--- config.mk ---
export PLATFORM = sky130hd
export DESIGN_NAME = snake_dir_queue
export DESIGN_NICKNAME = d
export VERILOG_FILES = /design/src/rtl/snake_dir_queue.sv
export SDC_FILE = /design/constraint.sdc
export NUM_CORES = 1
export LEC_CHECK = 0
export BUFFER_PORTS_ARGS = -buffer_cell sky130_fd_sc_hd__buf_2
export CORE_UTILIZATION = 50
export DETAILED_ROUTE_END_ITERATION = 8
export HOLD_SLACK_MARGIN = 0.05
export PLACE_DENSITY_LB_ADDON = 0.08
export SLEW_MARGIN = 15
export SYNTH_ARGS = -nofsm -noshare
export SYNTH_HDL_FRONTEND = slang
export SYNTH_SLANG_ARGS = --single-unit
--- constraint.sdc ---
create_clock -name clk -period 7.1 [get_ports clk]
set_clock_uncertainty 0.15 [all_clocks]
set_input_delay 1.42 -clock clk [delete_from_list [all_inputs] [get_ports clk]]
set_output_delay 1.42 -clock clk [all_outputs]
set_load 0.02 [all_outputs]
--- src/rtl/snake_dir_queue.sv ---
`default_nettype none
// ============================================================================
// Module      : snake_dir_queue
// Description : Multi-player snake steering controller. Each key passes through
//               a 2-flop synchroniser and a debouncer. Debounced presses are
//               filtered against the newest queued heading, pushed into a
//               per-player turn queue, and popped one per game tick into the
//               registered direction output.
// Revision    : 1.0 - initial release
// ============================================================================
module snake_dir_queue #(
    parameter int          NUM_PLAYERS     = 2,
    parameter int          QUEUE_DEPTH     = 4,
    parameter int          DEBOUNCE_CYCLES = 16,
    parameter logic [1:0]  INIT_DIR        = 2'b11
) (
    input  logic                       clk,
    input  logic                       rst,
    input  logic [4*NUM_PLAYERS-1:0]   key_n,
    input  logic                       tick,
    output logic [2*NUM_PLAYERS-1:0]   direction,
    output logic [NUM_PLAYERS-1:0]     pending,
    output logic [NUM_PLAYERS-1:0]     drop
);

    localparam int c_NUM_KEYS = 4 * NUM_PLAYERS;
    localparam int c_CNT_W    = $clog2(DEBOUNCE_CYCLES + 1);
    localparam int c_PTR_W    = (QUEUE_DEPTH > 1) ? $clog2(QUEUE_DEPTH) : 1;
    localparam int c_OCC_W    = c_PTR_W + 1;
    localparam logic [c_CNT_W-1:0] c_DB_LAST = c_CNT_W'(DEBOUNCE_CYCLES - 1);
    localparam logic [c_OCC_W-1:0] c_FULL    = c_OCC_W'(QUEUE_DEPTH);

    logic [c_NUM_KEYS-1:0] r_sync1;
    logic [c_NUM_KEYS-1:0] r_sync2;
    logic [c_NUM_KEYS-1:0] w_press;

    // Two-flop synchroniser for every raw key; idle level is released (1)
    always_ff @(posedge clk) begin
        if (rst) begin
            r_sync1 <= '1;
            r_sync2 <= '1;
        end else begin
            r_sync1 <= key_n;
            r_sync2 <= r_sync1;
        end
    end

    for (genvar k = 0; k < c_NUM_KEYS; k++) begin : g_key
        logic [c_CNT_W-1:0] r_cnt;
        logic               r_stable;
        logic               w_differ;
        logic               w_flip;

        assign w_differ   = (r_sync2[k] != r_stable);
        assign w_flip     = w_differ && (r_cnt == c_DB_LAST);
        // A press is the stable level falling; it is reported on the same
        // edge the stable value toggles so the push lands at that edge too.
        assign w_press[k] = w_flip && r_stable;

        // Count consecutive differing samples; toggle the stable level on the last one
        always_ff @(posedge clk) begin
            if (rst) begin
                r_cnt    <= '0;
                r_stable <= 1'b1;
            end else if (!w_differ) begin
                r_cnt    <= '0;
            end else if (w_flip) begin
                r_cnt    <= '0;
                r_stable <= ~r_stable;
            end else begin
                r_cnt    <= r_cnt + c_CNT_W'(1);
            end
        end
    end

    for (genvar p = 0; p < NUM_PLAYERS; p++) begin : g_player
        logic [1:0]         r_mem [QUEUE_DEPTH];
        logic [c_PTR_W-1:0] r_head;
        logic [c_PTR_W-1:0] r_tail;
        logic [c_OCC_W-1:0] r_count;
        logic [1:0]         r_dir;
        logic               r_pend;
        logic               r_drop;

        logic [3:0]         w_keys;
        logic [1:0]         w_ref;
        logic [1:0]         w_cand;
        logic               w_cand_vld;
        logic               w_empty;
        logic               w_full;
        logic               w_pop;
        logic               w_push;
        logic [c_OCC_W-1:0] w_count_nxt;

        assign w_keys  = w_press[4*p +: 4];
        assign w_empty = (r_count == '0);
        assign w_full  = (r_count == c_FULL);
        // The newest queued turn is what the snake will be heading when this
        // press takes effect, so validity is judged against it.
        assign w_ref   = w_empty ? r_dir : r_mem[r_tail - c_PTR_W'(1)];
        assign w_pop   = tick && !w_empty;
        assign w_push  = w_cand_vld && (!w_full || w_pop);

        // Pick the highest-priority press that is neither a repeat nor a reversal;
        // key bit index equals its direction code
        always_comb begin
            w_cand_vld = 1'b0;
            w_cand     = 2'b00;
            for (int k = 3; k >= 0; k--) begin
                if (w_keys[k] && (2'(k) != w_ref) && ((2'(k) ^ w_ref) != 2'b11)) begin
                    w_cand_vld = 1'b1;
                    w_cand     = 2'(k);
                end
            end
        end

        // Next occupancy from the push/pop combination
        always_comb begin
            w_count_nxt = r_count;
            case ({w_push, w_pop})
                2'b10:   w_count_nxt = r_count + c_OCC_W'(1);
                2'b01:   w_count_nxt = r_count - c_OCC_W'(1);
                default: w_count_nxt = r_count;
            endcase
        end

        // Queue storage, pointers, heading and registered status outputs
        always_ff @(posedge clk) begin
            if (rst) begin
                r_head  <= '0;
                r_tail  <= '0;
                r_count <= '0;
                r_dir   <= INIT_DIR;
                r_pend  <= 1'b0;
                r_drop  <= 1'b0;
            end else begin
                if (w_push) begin
                    r_mem[r_tail] <= w_cand;
                    r_tail        <= r_tail + c_PTR_W'(1);
                end
                if (w_pop) begin
                    r_dir  <= r_mem[r_head];
                    r_head <= r_head + c_PTR_W'(1);
                end
                r_count <= w_count_nxt;
                r_pend  <= (w_count_nxt != '0);
                r_drop  <= w_cand_vld && w_full && !w_pop;
            end
        end

        assign direction[2*p +: 2] = r_dir;
        assign pending[p]          = r_pend;
        assign drop[p]             = r_drop;
    end

endmodule
`default_nettype wire

## Yosys cells after proc, flatten, opt, wreduce, memory -nomap -nowiden

Memory sizes are Yosys's and may differ from the RTL's. A register that Yosys moved wholly into a read port is not among the register bits.
Index checks and enable logic that the tools add are counted.

| cells by class | value |
|---|---|
| add/subtract/negate cells | 18 |
| eq/ne operators | 36 |
| multiplexer cells | 26 |
| bitwise logic cells | 22 |
| reductions and logical operators | 70 |

Operators by type and width:

| cell | number |
|---|---|
| 5-bit by 1-bit adder with 5-bit output (second input constant) | 8 |
| 5-bit by 4-bit == test with 1-bit output (second input constant) | 8 |
| 1-bit logical AND | 40 |
| 3-bit OR reduction | 8 |
| 2-bit 2-to-1 mux | 10 |
| 1-bit NOT | 20 |
| 2-bit inequality test (second input constant) | 8 |
| 2-bit AND reduction | 8 |
| 1-bit 2-to-1 mux | 14 |
| 3-bit one-hot mux with 2 select lines | 2 |
| 2-bit by 1-bit adder with 2-bit output (second input constant) | 4 |
| 1-bit inequality test | 8 |
| 2-bit inequality test (first input constant) | 4 |
| 3-bit by 1-bit adder with 3-bit output (second input constant) | 2 |
| 3-bit == test (second input constant) | 2 |
| 1-bit zero test | 6 |
| 3-bit zero test | 2 |
| 3-bit nonzero test | 2 |
| 3-bit by 1-bit subtractor with 3-bit output (second input constant) | 2 |
| 2-bit by 1-bit == test with 1-bit output (second input constant) | 2 |
| 2-bit == test (second input constant) | 2 |
| 1-bit by 2-bit inequality test with 1-bit output (first input constant) | 2 |
| 2-bit NOT | 2 |
| 2-bit nonzero test | 2 |
| 2 further kinds | 4 |

| word-level totals | value |
|---|---|
| bits in registers | 82 |
| memory bits (writable) | 16 |
| output and inout port bits | 8 |
| logic and storage cells | 202 |
| memories kept | 2 |

Memory list:

| memory | depth | bits a word | read ports | clocked after Yosys merged registers in | wr ports | RTL line | RTL |
|---|---|---|---|---|---|---|---|
| g_player[0].r_mem | 4 | 2 | 2 | 1 | 1 | 77 | `logic [1:0] r_mem [QUEUE_DEPTH];` |
| g_player[1].r_mem | 4 | 2 | 2 | 1 | 1 | 77 |  |

## Depth between registers and ports, before layout

Gate-level depths: netlist (run 1).
An unclocked memory read counts as a cell.

| logic depth | value |
|---|---|
| word-level depth | 14 |
| mapped depth | 13 |

## Least setup slack after synthesis (run 1)

No wires, ideal clock.

| timing | value |
|---|---|
| path kind | input to register |
| from | input tick |
| to | register g_player[0].r_pend |
| setup time | 95 ps |
| arrival | 3208 ps |
| slack | 3647 ps |
| cell stages on the path | 9 |
| path buffers | 1 |
| cells stage by stage | clkbuf_1 > o31ai_2 > nor3_1 > mux2i_4 > inv_1 > fa_1 > o211a_1 > or4b_4 > o311ai_1 |

| between the ends | value |
|---|---|
| longest elaborated chain between the ends | 6 |
| elaborated cells between the ends (all ways) | 7 |
| those cells by class | 2 x eq/ne; 1 x mux; 4 x reduce/logical |

RTL lines:

| item | RTL line | RTL |
|---|---|---|
| from (decl) | 20 | `input logic tick,` |
| 1-bit logical AND * | 101 | `assign w_pop = tick && !w_empty;` |
| 1-bit logical OR | 102 | `assign w_push = w_cand_vld && (!w_full \|\| w_pop);` |
| 1-bit logical AND | 102 |  |
| 2-bit by 1-bit == test with 1-bit output / 2-bit == test (equally long branches) | 120 | `case ({w_push, w_pop})` |
| 3-bit one-hot mux with 2 select lines * | 120 |  |
| 3-bit nonzero test * | 146 | `r_pend <= (w_count_nxt != '0);` |
| to (signal assigned) | 146 |  |
| to (decl) | 82 | `logic r_pend;` |

Mark *: on every way between the ends. The rest lies on a longest branch, timed or not.
A chain may end at the register's enable or synchronous reset.

## Final worst setup path (run 1)

Ends and elaborated chain as after synthesis.

==> results.py, run 1 <==
metrics = {
    "clock_tree": {
        "clk_pin_slew_worst_paths_ns": 0.10,
        "cts_buffers": 9,
        "clkLatencyLatePin_ns": 0.36,
        "ctsHoldBuffers": 0,
        "post_cts_buffers": 0,
        "cts_tree": "done",
        "ctsResizeCount": 0,
        "clock-sinks": 102,
        "cts.htree.levels": 3,
        "clockBufferDepth": 2,
        "cts-root-buf": "clkbuf_8",
    },
    "yosys": {
        "synth_edf_count": 16,
        "synthSimpleGateAreaFrac_pct": 19.8,
        "syn-cell-area_sq_um": 4620,
        "synthArstFlopShare_pct": 0,
        "ys_types": 52,
        "yosysWarnings": 0,
        "synthAdderAreaFrac_pct": 7.37,
        "yosys.area.top_type": "dfxtp_1",
        "synth_compound_area_share_pct": 6.78,
        "postSynthCellCount": 453,
        "ys_seq_area_share_pct": 47.7,
        "synth_seq_cells": 102,
        "synth_nets": 490,
        "synth_top_family_by_area": "simple AND/OR/NAND/NOR gates",
        "synth-xor-area-share_pct": 7.59,
        "synth_flop_cell": "dfxtp_1",
        "yosysTopAreaCellShare_pct": 37.3,
        "synthMuxAreaShare_pct": 7.32,
        "synth.area.top_cells": "dfxtp_1 (37%), edfxtp_1 (10%), ha_1 (6.5%)",
        "synth_most_common_cell": "dfxtp_1",
        "synthTopCellsByCount": "dfxtp_1 (86), nor2_1 (61), ha_1 (24), inv_1 (24), xnor2_1 (24)",
        "syn_avg_cell_area_sq_um": 10.2,
    },
    "finish": {
        "finalNetCount": 505,
        "syn_to_final_growth_pct": 7.75,
        "final_util_pct": 56.2,
        "n_antenna_cell": 0,
        "final_cell_count_no_fill": 581,
        "drive_gt1_share_pct": 13.7,
    },
    "critical_path": {
        "cp-end-kind": "register",
        "crit_start": "tick",
        "cp.required_ns": 7.22,
        "r2r_cells": 13,
        "cp_max_fo": 16,
        "reg2reg_slack_ns": 3.85,
        "timing.rr.end": "g_player[1].r_pend",
        "start_kind": "input pin",
        "r2r_start": "g_key[6].r_cnt[0]",
        "arrival_ns": 3.43,
        "critPathKind": "input pin to register",
    },
    "timing": {
        "max_freq_mhz": 302,
        "period_needed_ns": 3.31,
        "setup_viol": 0,
        "tightest_slew_ns": 0.757,
        "max_slew_margin_pct": 49.5,
        "grt_setup_unrepaired": "no",
        "hold_violations": 0,
        "tns_ns": 0,
        "period_share_pct": 46.6,
        "drv_slew": 0,
        "hold_ws_ns": 0.266,
    },
    "floorplanning": {
        "num_rows": 34,
        "die-area_sq_um": 9620,
        "fp.dieW_microns": 98.1,
        "ios": 19,
        "die_h_microns": 98.1,
        "core_sq_um": 8850,
        "start_util_pct": 52.2,
    },
    "drt": {
        "drtIter0Drc": 91,
        "wl_per_cell_microns": 12.9,
        "antenna_left": 0,
        "drt_first_pass_iters": 6,
        "routed_via_density": 5.34,
        "drc": 2,
        "wirelength_microns": 7510,
        "dr_total_vias": 3104,
    },
    "global_route": {
        "grt_remaining_overflow": 0,
        "grt_pass1_wl_microns": 13100,
        "grt_pass1_vias": 2913,
        "grt_max_degree": 46,
        "track_usage_pct": 16.9,
        "antenna_found_initial": 0,
    },
    "outcome": {
        "outcome": "finished with violations",
        "violations": "design-rule violations",
    },
    "min_path": {
        "hold_end": "r_sync2[4]",
        "hold_path_class": "register to register",
        "whs_path_depth": 1,
        "worstHoldStart": "r_sync1[4]",
    },
    "power": {
        "vdd_drop_max_v": 0.000137,
        "power_mw": 1.53,
        "p_leak_nw": 2.02,
        "p_per_area_nw_per_um2": 307,
    },
    "placed_design": {
        "placedCellCount": 565,
        "io_buffer_count": 18,
        "place.gp.congestion": 0.813,
        "hpwl_microns": 5430,
    },
    "flow_run": {
        "cap_violations": 0,
    },
}
state kept, by name, indices dropped and copies added (netlist names):
register and flops:
r_sync1 8, g_player.r_mem 16, g_player.r_count 6, g_player.r_head 4, r_sync2 8, g_key.r_stable 8
g_player.r_drop 2, g_key.r_cnt 40, g_player.r_dir 4, g_player.r_pend 2, g_player.r_tail 4
worst max-delay path by stage:
stage,endpoint,slack (ns)
after floorplan,g_player[0].r_pend,3.65
after global placement,g_player[0].r_pend,3.47
after detailed placement,g_player[0].r_pend,3.42
after CTS,g_player[0].r_pend,3.81
after global routing,g_player[1].r_pend,3.59
final,g_player[0].r_pend,3.79
per-stage QoR:
step                setup WS (ns)  area (sq um)
floorplan                    3.65          4620
global placement             3.47          4770
detailed placement           3.42          4770
CTS                          3.81          4970
global route                 3.59          4970
finish                       3.79          4970
cell families after synthesis:
family,count (synthesis)
buf+inv,38
compound gates,45
simple gates,178
fa+ha+maj,26
flops,102
xor+xnor,40
mux,24
final cells by class:
type | count | area (sq um)
clock buffer | 11 | 151
tap | 108 | 135
fill | 845 | 3870
multi-input combinational | 313 | 2260
inverter | 24 | 90.1
clock inverter | 5 | 48.8
sequential | 102 | 2200
timing repair buffer | 18 | 90.1
critical path: stages:
cell and delay (ns):
buf_2 0.20, o31ai_2 0.20, nor3_1 0.16, mux2i_4 0.27
inv_1 0.09, fa_1 0.39, o211a_1 0.14, or4b_4 0.48
o311ai_1 0.08
cells in the final DEF, fill, tap and decap left out, types with 17 or more instances in the layout:
master    n
nor2_1   61
xnor2_1  24
nand2_1  21
ha_1     24
inv_1    24
nand3_1  17
dfxtp_1  86
buf_2    18
layer usage:
metal	track usage [%]	vias to the layer above	wire (microns)
met2	30.6	47	3770
met4	3.85	0	61
met3	4.29	6	232
met1	20.1	1470	3440
met5	0	-	0
li1	-	1581	-
where the power goes:
part	total, mW	internal [mW]	switching, mW
Combinational	0.482	0.201	0.282
Sequential	0.686	0.634	0.0518
Clock	0.359	0.154	0.205
(Power assumes the default switching activity.)
==> run 2: changes to the inputs <==
==> constraint.sdc (replaced) <==
create_clock -name clk -period 2.73 [get_ports clk]
set_clock_uncertainty 0.15 [all_clocks]
set_input_delay 0.546 -clock clk [delete_from_list [all_inputs] [get_ports clk]]
set_output_delay 0.546 -clock clk [all_outputs]
set_load 0.02 [all_outputs]
==> results.py, run 2 (synthesis results as in run 1) <==
metrics = {
    "critical_path": {
        "r2r_start": "g_player[1].r_mem[2][0]",
        "crit_start": "g_player[1].r_mem[2][0]",
        "cp.required_ns": 2.88,
        "r2r_cells": 9,
        "timing.rr.end": "g_player[1].r_pend",
        "start_kind": "register",
        "reg2reg_slack_ns": -0.16,
        "critPathKind": "register to register",
        "worstSetupEndpoint": "g_player[1].r_pend",
        "cp_max_fo": 6,
        "arrival_ns": 3.05,
        "cp-end-kind": "register",
    },
    "power": {
        "vdd_drop_max_v": 0.000365,
        "p_leak_nw": 2.30,
        "power_mw": 4.43,
        "p_per_area_nw_per_um2": 780,
    },
    "timing": {
        "period_needed_ns": 2.89,
        "period_share_pct": 106,
        "grt_setup_unrepaired": "yes",
        "tightest_slew_ns": 0.560,
        "setup_viol": 5,
        "drv_slew": 0,
        "fin_ws_ns": -0.163,
        "max_freq_mhz": 346,
        "hold_ws_ns": 0.197,
        "hold_violations": 0,
        "max_slew_margin_pct": 62.6,
    },
    "global_route": {
        "grt_pass1_wl_microns": 14700,
        "grt_pass1_vias": 3240,
        "grt_remaining_overflow": 0,
        "grt_max_degree": 37,
        "track_usage_pct": 19.2,
        "antenna_found_initial": 0,
    },
    "finish": {
        "finish.instance_area_sq_um": 5670,
        "regMostFlops": "g_key.r_cnt",
        "syn_to_final_growth_pct": 22.9,
        "layout_common_cells": "dfxtp_1 (70), nor2_1 (59), buf_4 (56), xnor2_1 (24), inv_1 (23)",
        "finalNetCount": 562,
        "largest_reg_flops": 40,
        "n_antenna_cell": 0,
        "reg.largest.list": "g_key.r_cnt: 40 flops, g_player.r_mem: 16 flops",
        "drive_gt1_share_pct": 35.1,
        "final_common_cell": "dfxtp_1",
    },
    "min_path": {
        "whs_path_depth": 2,
        "hold_path_class": "input pin to register",
    },
    "drt": {
        "antenna_left": 0,
        "drtIter0Drc": 81,
        "dr_total_vias": 3397,
        "drt_first_pass_iters": 6,
        "drc": 1,
        "wl_per_cell_microns": 13.6,
        "wirelength_microns": 8660,
        "routed_via_density": 5.32,
    },
    "outcome": {
        "violations": "design-rule violations, negative setup slack",
        "outcome": "finished with violations",
    },
    "floorplanning": {
        "ios": 19,
        "core_sq_um": 8850,
        "fp.dieW_microns": 98.1,
        "num_rows": 34,
        "start_util_pct": 52.2,
        "die-area_sq_um": 9620,
        "die_h_microns": 98.1,
    },
    "flow_run": {
        "cap_violations": 0,
    },
    "clock_tree": {
        "clock-sinks": 102,
        "clkLatencyLatePin_ns": 0.37,
        "cts_buffers": 9,
        "cts_tree": "done",
        "cts.htree.levels": 3,
        "clockBufferDepth": 2,
        "cts-root-buf": "clkbuf_8",
        "clk_pin_slew_worst_paths_ns": 0.10,
    },
    "placed_design": {
        "place.gp.congestion": 0.858,
        "dp_slack_ns": -0.150,
        "placed_cell_area_sq_um": 5230,
        "io_buffer_count": 18,
        "hpwl_microns": 6060,
    },
}
run 2: cell types whose count changed in the layout (fill, tap and decap cells not counted), moves of 10 or more:
cell and change:
dfxtp_2 +15, ha_1 -16, buf_4 +56, dfxtp_1 -16, ha_2 +10
run 2: per-layer routing:
metal / GRT usage, % / vias to the layer above / part of all wire (%)
li1: - / 1699 / -
met1: 24.0 / 1631 / 47
met5: 0 / - / 0
met2: 32.2 / 54 / 48
met4: 5.48 / 0 / 1.4
met3: 5.44 / 13 / 3.5
run 2: layout make-up:
cell class | count | area [sq um]
clock inverters | 6 | 62.6
well taps | 108 | 135
inverters | 24 | 90.1
clock buffers | 10 | 128
fillers | 723 | 3170
flip-flops and latches | 102 | 2220
multi-input cells | 313 | 2510
repair buffers | 75 | 522
run 2: where the power goes:
part | internal [mW] | total [mW] | leakage, nW | switching [mW]
clock network | 0.358 | 0.922 | 0.0965 | 0.564
registers | 1.65 | 1.78 | 0.881 | 0.127
logic | 0.814 | 1.73 | 1.32 | 0.913
run 2: worst min-delay path by stage:
stage | endpoint | start
after floorplan | r_sync2[0] | r_sync1[0]
after global placement | r_sync2[7] | r_sync1[7]
after detailed placement | r_sync2[7] | r_sync1[7]
after CTS | r_sync1[2] | key_n[2]
after global routing | r_sync1[5] | key_n[5]
final | r_sync1[2] | key_n[2]
run 2: worst max-delay path: stages (launching register included):
cell,delay [ns]
edfxtp_1,0.44
xnor2_1,0.15
mux4_2,0.50
mux2i_1,0.20
nor3_2,0.09
fa_2,0.46
buf_4,0.16
nor4_1,0.38
a221oi_2,0.14
a31oi_1,0.17
run 2: through the flow:
step	instances	utilization (%)	TNS (ns)
2_1_floorplan	453	-	-0.0457
3_3_place_gp	616	59.1	-0.146
3_5_place_dp	616	59.1	-0.279
4_1_cts	634	61.7	-0.159
5_1_grt	638	64.1	-0.957
6_report	638	64.1	-0.365
run 2: what timing repair did:
item,CTS,global route
hold buffers,0,0
setup buffers,2,4
pin swaps,6,14
endpoints found under the setup margin,14,16
resized for setup,9,50
==> run 3: changes to the inputs <==
--- a/config.mk
+++ b/config.mk
@@ -9,6 +9,7 @@
 export CORE_UTILIZATION = 50
 export DETAILED_ROUTE_END_ITERATION = 8
 export HOLD_SLACK_MARGIN = 0.05
+export MAX_ROUTING_LAYER = met4
 export PLACE_DENSITY_LB_ADDON = 0.08
 export SLEW_MARGIN = 15
 export SYNTH_ARGS = -nofsm -noshare
==> results.py, run 3 (synthesis results as in run 1) <==
metrics = {
    "critical_path": {
        "cp-end-kind": "register",
        "critPathKind": "register to register",
        "r2r_start": "g_player[1].r_mem[2][0]",
        "r2r_cells": 10,
        "reg2reg_slack_ns": -0.15,
        "timing.rr.end": "g_player[1].r_pend",
        "cp.required_ns": 2.83,
        "start_kind": "register",
        "arrival_ns": 2.98,
        "crit_start": "g_player[1].r_mem[2][0]",
        "cp_max_fo": 6,
    },
    "timing": {
        "setup_viol": 4,
        "tns_ns": -0.324,
        "period_needed_ns": 2.88,
        "drv_slew": 0,
        "hold_ws_ns": 0.203,
        "max_slew_margin_pct": 60.8,
        "grt_setup_unrepaired": "yes",
        "fin_ws_ns": -0.152,
        "hold_violations": 0,
        "period_share_pct": 106,
        "max_freq_mhz": 347,
        "tightest_slew_ns": 0.583,
    },
    "finish": {
        "drive_gt1_share_pct": 34.9,
        "layout_common_cells": "dfxtp_1 (70), nor2_1 (59), buf_4 (57), xnor2_1 (24), inv_1 (23)",
        "syn_to_final_growth_pct": 22.6,
        "n_antenna_cell": 0,
        "largest_reg_flops": 40,
        "reg.largest.list": "g_key.r_cnt: 40 flops, g_player.r_mem: 16 flops",
        "fill_cells": 727,
        "finalNetCount": 562,
        "final_common_cell": "dfxtp_1",
        "finish.instance_area_sq_um": 5660,
        "regMostFlops": "g_key.r_cnt",
    },
    "power": {
        "p_leak_nw": 2.30,
        "switching_share_pct": 36.1,
        "p_switching_mw": 1.58,
        "p_int_mw": 2.80,
        "vdd_drop_max_v": 0.000365,
        "seqPwrFrac_pct": 40.6,
        "p_per_area_nw_per_um2": 775,
        "power.share.clock_pct": 20.9,
        "pwr-share-comb_pct": 38.5,
    },
    "min_path": {
        "hold_end": "r_sync1[2]",
        "worstHoldStart": "key_n[2]",
        "whs_path_depth": 2,
        "hold_path_class": "input pin to register",
    },
    "clock_tree": {
        "cts.htree.levels": 3,
        "cts_buffers": 9,
        "ctsHoldBuffers": 0,
        "clock-sinks": 102,
        "clkLatencyLatePin_ns": 0.36,
        "cts_tree": "done",
        "clockBufferDepth": 2,
        "cts-root-buf": "clkbuf_8",
        "clk_pin_slew_worst_paths_ns": 0.10,
    },
    "outcome": {
        "outcome": "finished with violations",
        "violations": "design-rule violations, negative setup slack",
    },
    "global_route": {
        "grt_max_degree": 37,
        "grt_pass1_wl_microns": 14700,
        "antenna_found_initial": 0,
        "track_usage_pct": 19.8,
        "grt_pass1_vias": 3235,
        "grt_remaining_overflow": 0,
    },
    "placed_design": {
        "dp_slack_ns": -0.150,
        "io_buffer_count": 18,
        "place.gp.congestion": 0.871,
        "placed_cell_area_sq_um": 5230,
        "hpwl_microns": 6060,
    },
    "floorplanning": {
        "core_sq_um": 8850,
        "die_h_microns": 98.1,
        "fp.dieW_microns": 98.1,
        "num_rows": 34,
        "die-area_sq_um": 9620,
        "start_util_pct": 52.2,
        "ios": 19,
    },
    "drt": {
        "dr_total_vias": 3406,
        "wl_per_cell_microns": 13.5,
        "drc": 1,
        "antenna_left": 0,
        "routed_via_density": 5.34,
        "drt_first_pass_iters": 6,
        "wirelength_microns": 8610,
        "drtIter0Drc": 76,
    },
    "flow_run": {
        "cap_violations": 0,
    },
}
-- run 3: cell count changes in the layout (fill, tap and decap cells not counted) --
cell	delta
buf_4	+1
mux2i_4	-1
and3_1	+1
and3_4	-1
buf_6	-1
mux2i_2	+1
-- run 3: power by group through the flow --
stage                     Sequential [mW]  Combinational, mW  Clock (mW)
after floorplan                      1.80               1.04           0
after global placement               1.80               1.50           0
after detailed placement             1.81               1.52           0
after CTS                            1.77               1.57       0.953
after global routing                 1.80               1.85        1.01
final                                1.78               1.69       0.918
-- run 3: per-stage QoR --
step | instances | util [%] | power (mW)
finish | 638 | 63.9 | 4.38
global route | 638 | 63.9 | 4.65
CTS | 634 | 61.7 | 4.30
detailed placement | 616 | 59.1 | 3.33
global placement | 616 | 59.1 | 3.30
floorplan | 453 | - | 2.83
-- run 3: layer usage --
layer / up-vias / GRT usage [%] / wire (microns)
met5: - / - / 0
met4: 0 / 5.48 / 70
met3: 10 / 5.44 / 291
met2: 55 / 32.1 / 4240
met1: 1641 / 24.2 / 4010
li1: 1700 / - / -
-- run 3: worst max path at each step --
stage	cells past startpoint	endpoint	slack, ns
finish	10	g_player[1].r_pend	-0.15
global route	13	g_player[1].r_pend	-0.27
CTS	9	g_player[1].r_pend	-0.1
detailed placement	9	g_player[1].r_pend	-0.15
global placement	9	g_player[1].r_pend	-0.09
floorplan	10	g_player[1].r_pend	-0.05
-- run 3: cell type report --
cell class | instances | area [sq um] | share of cell area, %
sequential | 102 | 2220 | 39.3
inverter | 24 | 90.1 | 1.59
tap | 108 | 135 | 2.39
multi-input combinational | 313 | 2500 | 44.2
clock inverter | 6 | 62.6 | 1.11
timing repair buffer | 75 | 518 | 9.16
clock buffer | 10 | 128 | 2.26
-- run 3: what timing repair did --
action,CTS,global route
gates resized for setup,9,47
endpoints found under the hold margin,0,0
endpoints found under the setup margin,14,16
setup buffers,2,4
pin swaps,6,17
-- run 3: critical path, stage by stage, from the launching register on --
cell,delay (ns)
edfxtp_1,0.44
xnor2_1,0.15
mux4_2,0.50
mux2i_1,0.20
nor3_2,0.09
fa_2,0.46
o2111ai_1,0.10
mux2i_1,0.10
a211o_1,0.25
a221oi_2,0.21
a31oi_1,0.12
